**src/rtl/demux_stream_2.sv**
```systemverilog
`default_nettype none
// ============================================================================
//  Module   : demux_stream_2
//  Purpose  : 1-to-2 stream demultiplexer. Each input word is steered by cs
//             into one of two independent 2-entry output FIFOs; each output
//             port keeps a wrapping count of completed transfers.
//  Revision : 1.0  initial release
// ============================================================================
module demux_stream_2 #(
  parameter int WIDTH = 32,
  parameter int CNTW  = 16
) (
  input  logic             clk,
  input  logic             rst_n,
  input  logic [WIDTH-1:0] in_data,
  input  logic             cs,
  input  logic             in_valid,
  output logic             in_ready,
  output logic [WIDTH-1:0] out1_data,
  output logic             out1_valid,
  input  logic             out1_ready,
  output logic [CNTW-1:0]  out1_cnt,
  output logic [WIDTH-1:0] out2_data,
  output logic             out2_valid,
  input  logic             out2_ready,
  output logic [CNTW-1:0]  out2_cnt
);

  // Per-port views; index 0 is out1, index 1 is out2.
  logic [1:0][WIDTH-1:0] q_data;
  logic [1:0][CNTW-1:0]  q_cnt;
  logic [1:0]            q_valid;
  logic [1:0]            q_full;
  logic [1:0]            q_ready;
  logic [1:0]            q_push;

  assign q_ready = {out2_ready, out1_ready};

  // Acceptance looks only at the selected queue's occupancy, never at the
  // sink's ready, so a full queue cannot pass a word straight through.
  always_comb begin
    in_ready  = cs ? ~q_full[1] : ~q_full[0];
    q_push[0] = in_valid & in_ready & ~cs;
    q_push[1] = in_valid & in_ready & cs;
  end

  for (genvar i = 0; i < 2; i++) begin : g_port
    logic [WIDTH-1:0] mem [2];
    logic             wptr;
    logic             rptr;
    logic [1:0]       occ;
    logic [CNTW-1:0]  cnt;
    logic             pop;

    assign pop        = (occ != 2'd0) & q_ready[i];
    assign q_valid[i] = (occ != 2'd0);
    assign q_full[i]  = (occ == 2'd2);
    assign q_data[i]  = mem[rptr];
    assign q_cnt[i]   = cnt;

    // Queue storage, pointers, occupancy and transfer counter; reset clears
    // everything at once so no stale word survives a mid-stream reset.
    always_ff @(posedge clk or negedge rst_n) begin
      if (!rst_n) begin
        mem[0] <= '0;
        mem[1] <= '0;
        wptr   <= 1'b0;
        rptr   <= 1'b0;
        occ    <= 2'd0;
        cnt    <= '0;
      end else begin
        if (q_push[i]) begin
          mem[wptr] <= in_data;
          wptr      <= ~wptr;
        end
        if (pop) begin
          rptr <= ~rptr;
          cnt  <= cnt + 1'b1;
        end
        case ({q_push[i], pop})
          2'b10:   occ <= occ + 2'd1;
          2'b01:   occ <= occ - 2'd1;
          default: occ <= occ;
        endcase
      end
    end
  end

  assign out1_data  = q_data[0];
  assign out1_valid = q_valid[0];
  assign out1_cnt   = q_cnt[0];
  assign out2_data  = q_data[1];
  assign out2_valid = q_valid[1];
  assign out2_cnt   = q_cnt[1];

endmodule
`default_nettype wire

```
**config.mk**
```make
export PLATFORM = sky130hd
export DESIGN_NAME = demux_stream_2
export DESIGN_NICKNAME = d
export VERILOG_FILES = /design/src/rtl/demux_stream_2.sv
export SDC_FILE = /design/constraint.sdc
export NUM_CORES = 1
export LEC_CHECK = 0
export ABC_AREA = 1
export BUFFER_PORTS_ARGS = -buffer_cell sky130_fd_sc_hd__buf_2
export CORE_MARGIN = 8
export CORE_UTILIZATION = 35
export CTS_CLUSTER_SIZE = 8
export DETAILED_ROUTE_END_ITERATION = 8
export GPL_TIMING_DRIVEN = 0
export SLEW_MARGIN = 20
export SYNTH_ARGS = -nofsm -noshare
export SYNTH_HDL_FRONTEND = slang
export SYNTH_SLANG_ARGS = --single-unit
```
**constraint.sdc**
```tcl
create_clock -name clk -period 3.86 [get_ports clk]
set_input_delay 0.772 -clock clk [delete_from_list [all_inputs] [get_ports clk]]
set_output_delay 0.772 -clock clk [all_outputs]
set_load 0.005 [all_outputs]
```
After elaboration in Yosys (flattened, before gate mapping)
Cells that the tools add are included.
{"block": "classes", "add_sub_neg": 6, "n_lt_le_gt_ge": 6, "n_eq_ne": 6, "muxes": 15, "bitwise_logic": 16, "reduce_logical": 6}
{"operator": "$mux W32", "count": 8}
{"operator": "$bwmux W64", "count": 2}
{"operator": "$demux W32 S1", "count": 2}
{"operator": "$add A16 B1 Y16 const B", "count": 2}
{"operator": "$eq A2 B2 Y1 const B", "count": 4}
{"operator": "$ge A2 B2 Y1 const B", "count": 4}
{"operator": "$not A1 Y2", "count": 4}
{"operator": "$pmux W2 S2", "count": 2}
{"operator": "$reduce_bool A2 Y1", "count": 4}
{"operator": "$not A1 Y1", "count": 7}
{"operator": "$and A1 B1 Y1", "count": 5}
{"operator": "$add A2 B1 Y2 const B", "count": 2}
{"operator": "$eq A2 B1 Y1 const B", "count": 2}
{"operator": "$lt A2 B1 Y1 const B", "count": 2}
{"operator": "$sub A2 B1 Y2 const B", "count": 2}
{"operator": "$logic_and A1 B1 Y1", "count": 2}
{"operator": "$mux W1", "count": 1}
{"block": "totals", "regBits": 168, "input_bits": 38, "out_inout_bits": 99, "word_cells": 67}

Depth between registers and ports, before layout
Gate-level depths: netlist (run 1).
{"block": "logic_depth", "depth_word": 7, "depth_mapped": 9, "depth_no_buf": 9}

Worst setup path after synthesis (run 1)
No wires, ideal clock.
{"block": "synth_timing", "path_kind": "input to register", "from": "input cs", "to": "register g_port[0].occ[1]", "setup_ns": 0.131, "arrival_time_ns": 1.843, "required_time_ns": 3.729, "path_slack_ns": 1.886, "path_stages": 7, "n_path_buf": 1, "cell_sequence": "clkinv_1 o211ai_4 buf_2 ha_1 a21oi_1 o21ai_0 xor2_1"}
{"block": "synth_between", "elab_chain_cells": 5, "word_cells_on_any_way": 8, "classes_between": "eq/ne (2); mux (2); bitwise (3); reduce/logical (1)"}
{"item": "from (decl)", "line": "16", "text": "input logic cs,"}
{"item": "$mux W1", "line": "42", "text": "in_ready = cs ? ~q_full[1] : ~q_full[0];"}
{"item": "$and A1 B1 Y1", "line": "43", "text": "q_push[0] = in_valid & in_ready & ~cs;"}
{"item": "$and A1 B1 Y1 (*)", "line": "43"}
{"item": "$eq A2 B1 Y1 / $eq A2 B2 Y1 (equally long branches)", "line": "80", "text": "case ({q_push[i], pop})"}
{"item": "$pmux W2 S2 / $reduce_bool A2 Y1 (equally long branches)"}
{"item": "to (signal assigned)", "line": "81", "text": "2'b10: occ <= occ + 2'd1;"}
{"item": "to (signal assigned)", "line": "82", "text": "2'b01: occ <= occ - 2'd1;"}
{"item": "to (decl)", "line": "51", "text": "logic [1:0] occ;"}
Every way passes the cells marked *; elsewhere a longest branch is shown, timed or not.
A chain may end at the register's enable or synchronous reset.

Worst setup path in the final report (run 1)
{"block": "layout_timing", "from": "register g_port[1].rptr", "to": "output out2_data[21]"}
{"block": "layout_between", "elab_chain_cells": 4}
{"item": "from (decl)", "line": "50", "text": "logic rptr;"}
{"item": "from (signal assigned)", "line": "77", "text": "rptr <= ~rptr;"}
{"item": "$not A1 Y2 (implied by the code)", "line": "58", "text": "assign q_data[i] = mem[rptr];"}
{"item": "$mux W32 (implied by the code) (3 in series)", "line": "58"}
{"item": "to (decl)", "line": "23", "text": "output logic [WIDTH-1:0] out2_data,"}
No other way between the ends. The select of a mux whose other input is x is not followed.

==> results.ini, run 1 <==
[synthesis]
avgSynthCellArea_um2=8.346
synth_xor_area_frac=0.03456
muxShareOfSynthArea=0
ys_warn_count=0
ys_types=26
synth_compound_area_frac=0.1354
syn-cell-area_um2=7604
ys_ff_latch=168
synth-simple-area-share=0.1971
synthAdderAreaFrac=0.006582
syn_nets=953
seq_area_frac_synth=0.5529
synthCells=911
synth_top_family_by_area=simple AND/OR/NAND/NOR gates

[timing]
timing.final.hold_violations=0
slew_headroom=0.5768
finalClockSkew_ps=12.05
whs_ps=312.4
setup_violations=0
max_freq_mhz=348.3
worst_pin_slew_ps=634.8
rsz0062_at_grt=false
finalCriticalPeriod_ps=2871
drv_slew=0
fin_crit_sh=0.7439
layout_setup_ws_ps=988.5

[critical_path]
crit_fanout=10
critical_path_class=reg2out
required_ps=3090
worstPathArrival_ps=2100
crit_path_end_kind=output port
start_kind=register

[finish]
nets=1109
design_area_um2=9231
mostFrequentLayoutCell=nand2_1
diodes=0
mostFrequentLayoutCells=nand2_1, dfrtp_1, o21ai_0
drive_above_1_share=0.1881
area_growth_pct=21.41

[clocking]
postCtsResizedCells=0
cts_max_level=4
worstSkewPairLatency_ps=430
cts_tree=built
cts_inserted_buffers=17
numClockSinks=168
ctsHoldBuffers=0
path_clk_slew_ps=70
cts_root_buf=clkbuf_16
post_cts_buffers=0
clockBufferDepth=2

[place]
place_ws_ps=1416
place_area_um2=8672
dp_hpwl_um=15100
gp_congestion=0.7903
io_buffer_count=136

[pwr]
p_per_area_nw_per_um2=778.7
p_int_mw=4.379
clkPwrFrac=0.229
power.switching_mw=2.810
seqPwrFrac=0.395
cellLeakagePower_nw=4.602
ir_worst_vdd_uv=335.5
combinationalPowerShare=0.377
sw_frac_of_total=0.3909
power.total_mw=7.188

[floorplan]
dieArea_um2=26700
ios=137
die_h_um=163.4
coreArea_um2=21550
fp-row-count=54
die_w_um=163.4
initial_core_util=0.3528

[grt]
antenna_found_initial=1
grt_overflow=0
grt_pass1_wl_um=33850
grt_max_degree=90
grt_pass1_vias=6351
track_usage=0.1615

[worst_hold_path]
hold_path_class=in2async

[detailed_routing]
drt_iter0_drc=315
routedWlPerCell_um=15.57
drt-total-wl_um=21160
drt_first_pass_iters=5
ant_nets=0
drcViolationCount=0
vias_per_cell=4.709
num_vias=6399

[status]
status=finished clean

[flow_run]
maxCapViolCount=0

==> area by class of cell <==
class,count,area [um^2]
fill,2151,12320
sequential,168,4204
multi-input combinational,606,2841
timing repair buffer,137,718.2
clock buffer,19,452.9
tap,280,350.3
inverter,92,345.3
buffer,45,212.7
clock inverter,12,106.4
==> power by group through the flow <==
stage               clock [mW]  sequential, mW  combinational [mW]
detailed placement           0            2.87                2.76
CTS                       1.68            2.84                2.77
floorplan                    0            2.79                1.56
global placement             0            2.85                2.71
global route              1.74            2.93                3.09
finish                    1.64            2.84                2.71
==> kinds of logic (layout without fill, tap and decap cells) <==
kind of cell,count (synthesis),count (layout)
buf+inv,137,305
xor+xnor,30,30
compound gates,202,202
fa+ha+maj,4,4
flops,168,168
simple gates,370,370
==> metal layers <==
metal	track usage	vias up	share of wire
met5	0	-	0.00047
li1	-	3185	-
met4	0.05129	2	0.013
met3	0.03075	19	0.038
met1	0.2183	3061	0.48
met2	0.2569	132	0.47
==> through the flow <==
step | util | setup TNS [ps] | std cells
6_report | 0.4283 | 0 | 1359
5_1_grt | 0.4283 | 0 | 1359
4_1_cts | 0.4283 | 0 | 1359
3_5_place_dp | 0.4024 | 0 | 1328
3_3_place_gp | 0.4006 | -133110 | 1327
2_1_floorplan | - | 0 | 911
==> cell usage after synthesis <==
library cell  number  area share
xnor2_1           14       0.016
inv_1             89       0.044
o21bai_1           1     0.00099
buf_4              7      0.0069
nor3_1             2      0.0013
o21ai_0          164        0.11
o211ai_4           1      0.0028
dfrtp_1          168        0.55
inv_2              2     0.00099
clkinv_1           1     0.00049
nand3_2            2      0.0026
clkbuf_1          20      0.0099
buf_1              4      0.0020
nand4_1            7      0.0058
nor2_2             3      0.0025
a21oi_1            2      0.0013
nor2_4             5      0.0074
nor2_1            26       0.013
nand3_4            1      0.0023
buf_2             14      0.0092
o21ai_1           34       0.022
nand3_1           12      0.0079
xor2_1            16       0.018
nand3b_1           1     0.00099
ha_1               4      0.0066
nand2_1          311        0.15
==> sequential cells by signal (all words and copies together), names as in the netlist <==
register	cells
g_port.rptr	2
g_port.mem	128
out1_cnt	16
out2_cnt	16
g_port.wptr	2
g_port.occ	4
==> final timing paths <==
kind / slack, ps / endpoint / cells after the start / start
min in group clk: 500 / g_port[0].mem[3] / 2 / g_port[0].mem[3]
setup reg to reg: 1910 / g_port[0].occ[1] / 7 / g_port[0].occ[0]
max in group asynchronous: 2650 / g_port[0].mem[36] / 2 / rst_n
setup / recovery: 990 / out2_data[21] / 5 / g_port[1].rptr
hold reg to reg: 500 / g_port[0].mem[3] / 2 / g_port[0].mem[3]
hold / removal: 310 / g_port[1].mem[40] / 1 / rst_n
==> critical path: stages, from the launching register on <==
cell,delay [ps]
dfrtp_1,340
clkbuf_1,410
buf_1,460
nand2_1,90
o21ai_0,190
buf_2,190
No activity file was read; power rests on OpenSTA's default activity.
==> run 2: changes to the inputs <==
==> constraint.sdc (replaced) <==
create_clock -name clk -period 2.3 [get_ports clk]
set_input_delay 0.46 -clock clk [delete_from_list [all_inputs] [get_ports clk]]
set_output_delay 0.46 -clock clk [all_outputs]
set_load 0.005 [all_outputs]
==> run 2 against run 1 <==
Cell count is the same. Combinational power increased by 69%. Critical endpoint unchanged. Worst setup slack lost 990 ps. Routed wire length is 0.23% lower. Highest routed layer unchanged.
==> results.ini, run 2 (same netlist as run 1, synthesis figures left out) <==
[timing]
setup_violations=0  ; unchanged
timing.final.hold_violations=0  ; unchanged
finalCriticalPeriod_ps=2299
fin_crit_sh=0.9994
max_freq_mhz=435.1
rsz0062_at_grt=true
finalClockSkew_ps=12.95  ; +0.9000 ps
slew_headroom=0.5784  ; +0.001575
worst_pin_slew_ps=632.4  ; -2.363 ps
drv_slew=0  ; unchanged

[critical_path]
rr_endpoint=g_port[0].occ[1]
reg2reg_slack_ps=350  ; -1560 ps
crit_path_end_kind=output port
critical_path_class=reg2out
start_kind=register
worstPathArrival_ps=1840  ; -260 ps
crit_fanout=10  ; unchanged
regToRegStartpoint=g_port[0].occ[0]
required_ps=1840  ; -1250 ps
reg2regPathDepth=7  ; unchanged

[finish]
largest_register=g_port.mem
diodes=0  ; unchanged
largest_register_ffs=128  ; unchanged
area_growth_pct=21.61
num-fill-cells=2147  ; -0.19%
final_cells=1359  ; unchanged
utilization=0.4290  ; +0.0006970
mostFrequentLayoutCells=nand2_1, dfrtp_1, o21ai_0
mostFrequentLayoutCell=nand2_1
drive_above_1_share=0.1993  ; +0.01112
nets=1109  ; unchanged
design_area_um2=9246  ; +0.16%

[floorplan]
fp-row-count=54  ; unchanged
ios=137  ; unchanged
die_h_um=163.4  ; unchanged
initial_core_util=0.3528  ; unchanged
dieArea_um2=26700  ; unchanged
die_w_um=163.4  ; unchanged
coreArea_um2=21550  ; unchanged

[pwr]
sw_frac_of_total=0.3898  ; -0.001031
p_int_mw=7.377  ; +68%
power.switching_mw=4.713  ; +68%
cellLeakagePower_nw=4.637  ; +0.76%
ir_worst_vdd_uv=561.9  ; +68%
seqPwrFrac=0.394  ; about the same
p_per_area_nw_per_um2=1307  ; +68%
clkPwrFrac=0.228  ; about the same
combinationalPowerShare=0.378  ; about the same

[clocking]
cts_tree=built
cts_max_level=4  ; unchanged
path_clk_slew_ps=70  ; about the same
numClockSinks=168  ; unchanged
post_cts_buffers=0  ; unchanged
cts_root_buf=clkbuf_16
clockBufferDepth=2  ; unchanged
ctsHoldBuffers=0  ; unchanged
worstSkewPairLatency_ps=430  ; about the same
cts_inserted_buffers=17  ; unchanged

[worst_hold_path]
hold_path_class=in2async

[grt]
track_usage=0.1615  ; unchanged
antenna_found_initial=1  ; unchanged
grt_overflow=0  ; unchanged
grt_max_degree=90  ; unchanged
grt_pass1_vias=6348  ; -0.047%
grt_pass1_wl_um=33840  ; about the same

[detailed_routing]
drt-total-wl_um=21110  ; -0.23%
vias_per_cell=4.712  ; about the same
drcViolationCount=0  ; unchanged
drt_first_pass_iters=5  ; unchanged
drt_iter0_drc=318  ; +0.95%
num_vias=6404  ; +0.078%
routedWlPerCell_um=15.53  ; -0.23%
ant_nets=0  ; unchanged

[place]
place_area_um2=8672  ; unchanged
dp_hpwl_um=15100  ; unchanged
io_buffer_count=136  ; unchanged
gp_congestion=0.7903  ; unchanged
post-place-cells=1328  ; unchanged

[flow_run]
maxCapViolCount=0  ; unchanged

[status]
status=finished clean

[run 2: layout make-up]
class / instances / area, um^2 / area share
flip-flops and latches: 168 / 4204 / 0.4547
multi-input cells: 606 / 2841 / 0.3073
repair buffers: 137 / 718.2 / 0.07767
clock buffers: 19 / 452.9 / 0.04899
well taps: 280 / 350.3 / 0.03789
inverters: 92 / 345.3 / 0.03735
plain buffers: 45 / 227.7 / 0.02463
clock inverters: 12 / 106.4 / 0.01150
[run 2: metal layers]
| metal | routed length (um) | share of wire | track usage |
|---|---|---|---|
| met5 | 10 | 0.00047 | 0 |
| met3 | 819 | 0.039 | 0.03075 |
| met1 | 10100 | 0.48 | 0.2191 |
| met2 | 9888 | 0.47 | 0.2560 |
| met4 | 287 | 0.014 | 0.05129 |
[run 2: how the worst max path moves through the flow]
stage	from	end	slack, ps	cells after the start
final	g_port[1].rptr	out2_data[21]	1	4
after detailed placement	g_port[1].rptr	out2_data[21]	170	5
after global placement	rst_n	g_port[1].mem[60]	-2050	1
after floorplan	g_port[0].occ[0]	g_port[0].occ[1]	590	7
after global routing	g_port[1].rptr	out2_data[20]	-60	4
after CTS	g_port[1].rptr	out2_data[21]	20	4
[run 2: what timing repair did]
item,in CTS,in global routing
endpoints found under the hold margin,0,0
setup endpoints to repair,64,20
resized for setup,10,4
[run 2: stage by stage]
step | hold WS [ps] | TNS, ps | total power, mW | setup slack (ps)
after CTS | 30.39 | 0 | 12.25 | 19.48
after detailed placement | 486.4 | 0 | 9.440 | 168.4
after global placement | 479.5 | -342780 | 9.331 | -2051
final | 10.63 | 0 | 12.09 | 1.478
after global routing | 51.24 | -133.8 | 13.05 | -57.24
after floorplan | 164.4 | 0 | 7.304 | 585.4
[run 2: worst max-delay path, cell delays in order, from the launching register on]
cell and delay, ps:
dfrtp_1 370, clkbuf_2 210, clkbuf_2 250, o21ai_0 390
buf_2 190
[run 2: power groups by stage]
stage	clock, mW	combinational (mW)	sequential, mW
finish	2.76	4.57	4.76
global route	2.92	5.21	4.91
CTS	2.81	4.67	4.76
detailed placement	0	4.63	4.81
global placement	0	4.55	4.78
floorplan	0	2.62	4.68
==> run 3: changes to the inputs <==
--- a/config.mk
+++ b/config.mk
@@ -12,6 +12,7 @@
 export CTS_CLUSTER_SIZE = 8
 export DETAILED_ROUTE_END_ITERATION = 8
 export GPL_TIMING_DRIVEN = 0
+export RECOVER_POWER = 25
 export SLEW_MARGIN = 20
 export SYNTH_ARGS = -nofsm -noshare
 export SYNTH_HDL_FRONTEND = slang
==> run 3 against run 2 <==
The flow now finishes with violations (capacitance limit, slew limit). Global-route usage unchanged. Highest routed layer unchanged. Critical path type unchanged. Combinational power about the same. Cell count unchanged. Die area unchanged. Count of clock-buffer cells in the layout unchanged. Clock power about the same.
==> results.ini, run 3 (same netlist as run 1, synthesis figures left out) <==
[pwr]
clkPwrFrac=0.229  ; about the same
combinationalPowerShare=0.378  ; about the same
cellLeakagePower_nw=4.631  ; -0.14%
seqPwrFrac=0.394  ; about the same
sw_frac_of_total=0.3898  ; about the same
power.total_mw=12.09  ; about the same
p_per_area_nw_per_um2=1310  ; +0.16%
power.switching_mw=4.711  ; about the same
ir_worst_vdd_uv=562.0  ; about the same
p_int_mw=7.374  ; about the same

[timing]
fin_crit_sh=0.9995  ; about the same
tns_ps=0  ; unchanged
layout_setup_ws_ps=1.038  ; -0.4399 ps
finalCriticalPeriod_ps=2299  ; +0.4399 ps
worst_pin_slew_ps=2078  ; +1446 ps
whs_ps=281.0  ; +270.4 ps
slew_headroom=-0.3856  ; -0.9640
setup_violations=0  ; unchanged
rsz0062_at_grt=true
drv_slew=80  ; +80
finalClockSkew_ps=12.96  ; +0.005900 ps
max_freq_mhz=435.0  ; about the same
timing.final.hold_violations=0  ; unchanged

[floorplan]
ios=137  ; unchanged
dieArea_um2=26700  ; unchanged
initial_core_util=0.3528  ; unchanged
die_w_um=163.4  ; unchanged
coreArea_um2=21550  ; unchanged
die_h_um=163.4  ; unchanged
fp-row-count=54  ; unchanged

[detailed_routing]
vias_per_cell=4.711  ; about the same
drt_first_pass_iters=5  ; unchanged
num_vias=6402  ; -0.031%
drt_iter0_drc=318  ; unchanged
routedWlPerCell_um=15.54  ; about the same
ant_nets=0  ; unchanged
drt-total-wl_um=21120  ; about the same
drcViolationCount=0  ; unchanged

[finish]
largest_register=g_port.mem
diodes=0  ; unchanged
final_cells=1359  ; unchanged
design_area_um2=9229  ; -0.19%
mostFrequentLayoutCells=nand2_1, dfrtp_1, o21ai_0
largest_register_ffs=128  ; unchanged
mostFrequentLayoutCell=nand2_1
utilization=0.4282  ; -0.0008130
area_growth_pct=21.38
nets=1109  ; unchanged
drive_above_1_share=0.1993  ; unchanged

[place]
gp_congestion=0.7903  ; unchanged
io_buffer_count=136  ; unchanged
place_area_um2=8672  ; unchanged
dp_hpwl_um=15100  ; unchanged
place_ws_ps=168.4  ; unchanged
post-place-cells=1328  ; unchanged

[clocking]
numClockSinks=168  ; unchanged
path_clk_slew_ps=70  ; about the same
cts_root_buf=clkbuf_16
cts_tree=built
cts_max_level=4  ; unchanged
cts_inserted_buffers=17  ; unchanged
post_cts_buffers=0  ; unchanged
clockBufferDepth=2  ; unchanged
worstSkewPairLatency_ps=430  ; about the same

[critical_path]
reg2regPathDepth=7  ; unchanged
cp-startpoint=g_port[1].rptr
required_ps=1840  ; about the same
crit_path_end_kind=output port
rr_endpoint=g_port[0].occ[1]
reg2reg_slack_ps=350  ; about the same
crit_fanout=10  ; unchanged
critical_path_class=reg2out
start_kind=register
regToRegStartpoint=g_port[0].occ[0]
worstPathArrival_ps=1840  ; about the same

[status]
status=finished, violations left
violations=capacitance limit, slew limit

[grt]
grt_max_degree=90  ; unchanged
grt_pass1_wl_um=33840  ; unchanged
track_usage=0.1615  ; unchanged
grt_pass1_vias=6348  ; unchanged
antenna_found_initial=1  ; unchanged
grt_overflow=0  ; unchanged

[flow_run]
maxCapViolCount=1  ; +1

[worst_hold_path]
worstHoldEndpoint=g_port[1].mem[13]
hold_path.startpoint=in_data[13]
hold_path_class=in2reg
min_path_cells=3

[run 3: cell types whose count changed in the layout (fill, tap and decap cells not counted)]
| cell | previous run | this run |
|---|---|---|
| buf_12 | 0 | 1 |
| buf_8 | 1 | 0 |
| clkbuf_2 | 8 | 9 |
| buf_16 | 1 | 0 |
[run 3: worst max path at each step]
stage,slack (ps),endpoint
floorplan,590,g_port[0].occ[1]
global placement,-2050,g_port[1].mem[60]
detailed placement,170,out2_data[21]
CTS,20,out2_data[21]
global route,-60,out2_data[20]
finish,1,out2_data[21]
[run 3: area by class of cell]
class | instances | area (um^2)
Inverter | 92 | 345.3
Sequential cell | 168 | 4204
Tap cell | 280 | 350.3
Clock buffer | 19 | 452.9
Multi-Input combinational cell | 606 | 2841
Buffer | 45 | 227.7
Fill cell | 2148 | 12320
Timing Repair Buffer | 137 | 700.7
Clock inverter | 12 | 106.4
[run 3: repair_timing]
action                     CTS  global route
gates resized for setup     10             4
pin swaps                    0             0
hold buffers                 0             0
setup endpoints to repair   64            20
[run 3: power by group through the flow]
stage / clock network (mW) / logic [mW] / registers (mW)
after global placement: 0 / 4.55 / 4.78
after detailed placement: 0 / 4.63 / 4.81
after floorplan: 0 / 2.62 / 4.68
after CTS: 2.81 / 4.67 / 4.76
after global routing: 2.92 / 5.21 / 4.92
final: 2.76 / 4.56 / 4.76
[run 3: metal layers]
metal,track usage,wire (um)
met5,0,10
met4,0.05129,287
met3,0.03075,803
met2,0.2560,9889
met1,0.2191,10120
[run 3: critical path, stage by stage, from the launching register on]
cell	delay, ps
dfrtp_1	370
clkbuf_2	210
clkbuf_2	250
o21ai_0	390
buf_2	190
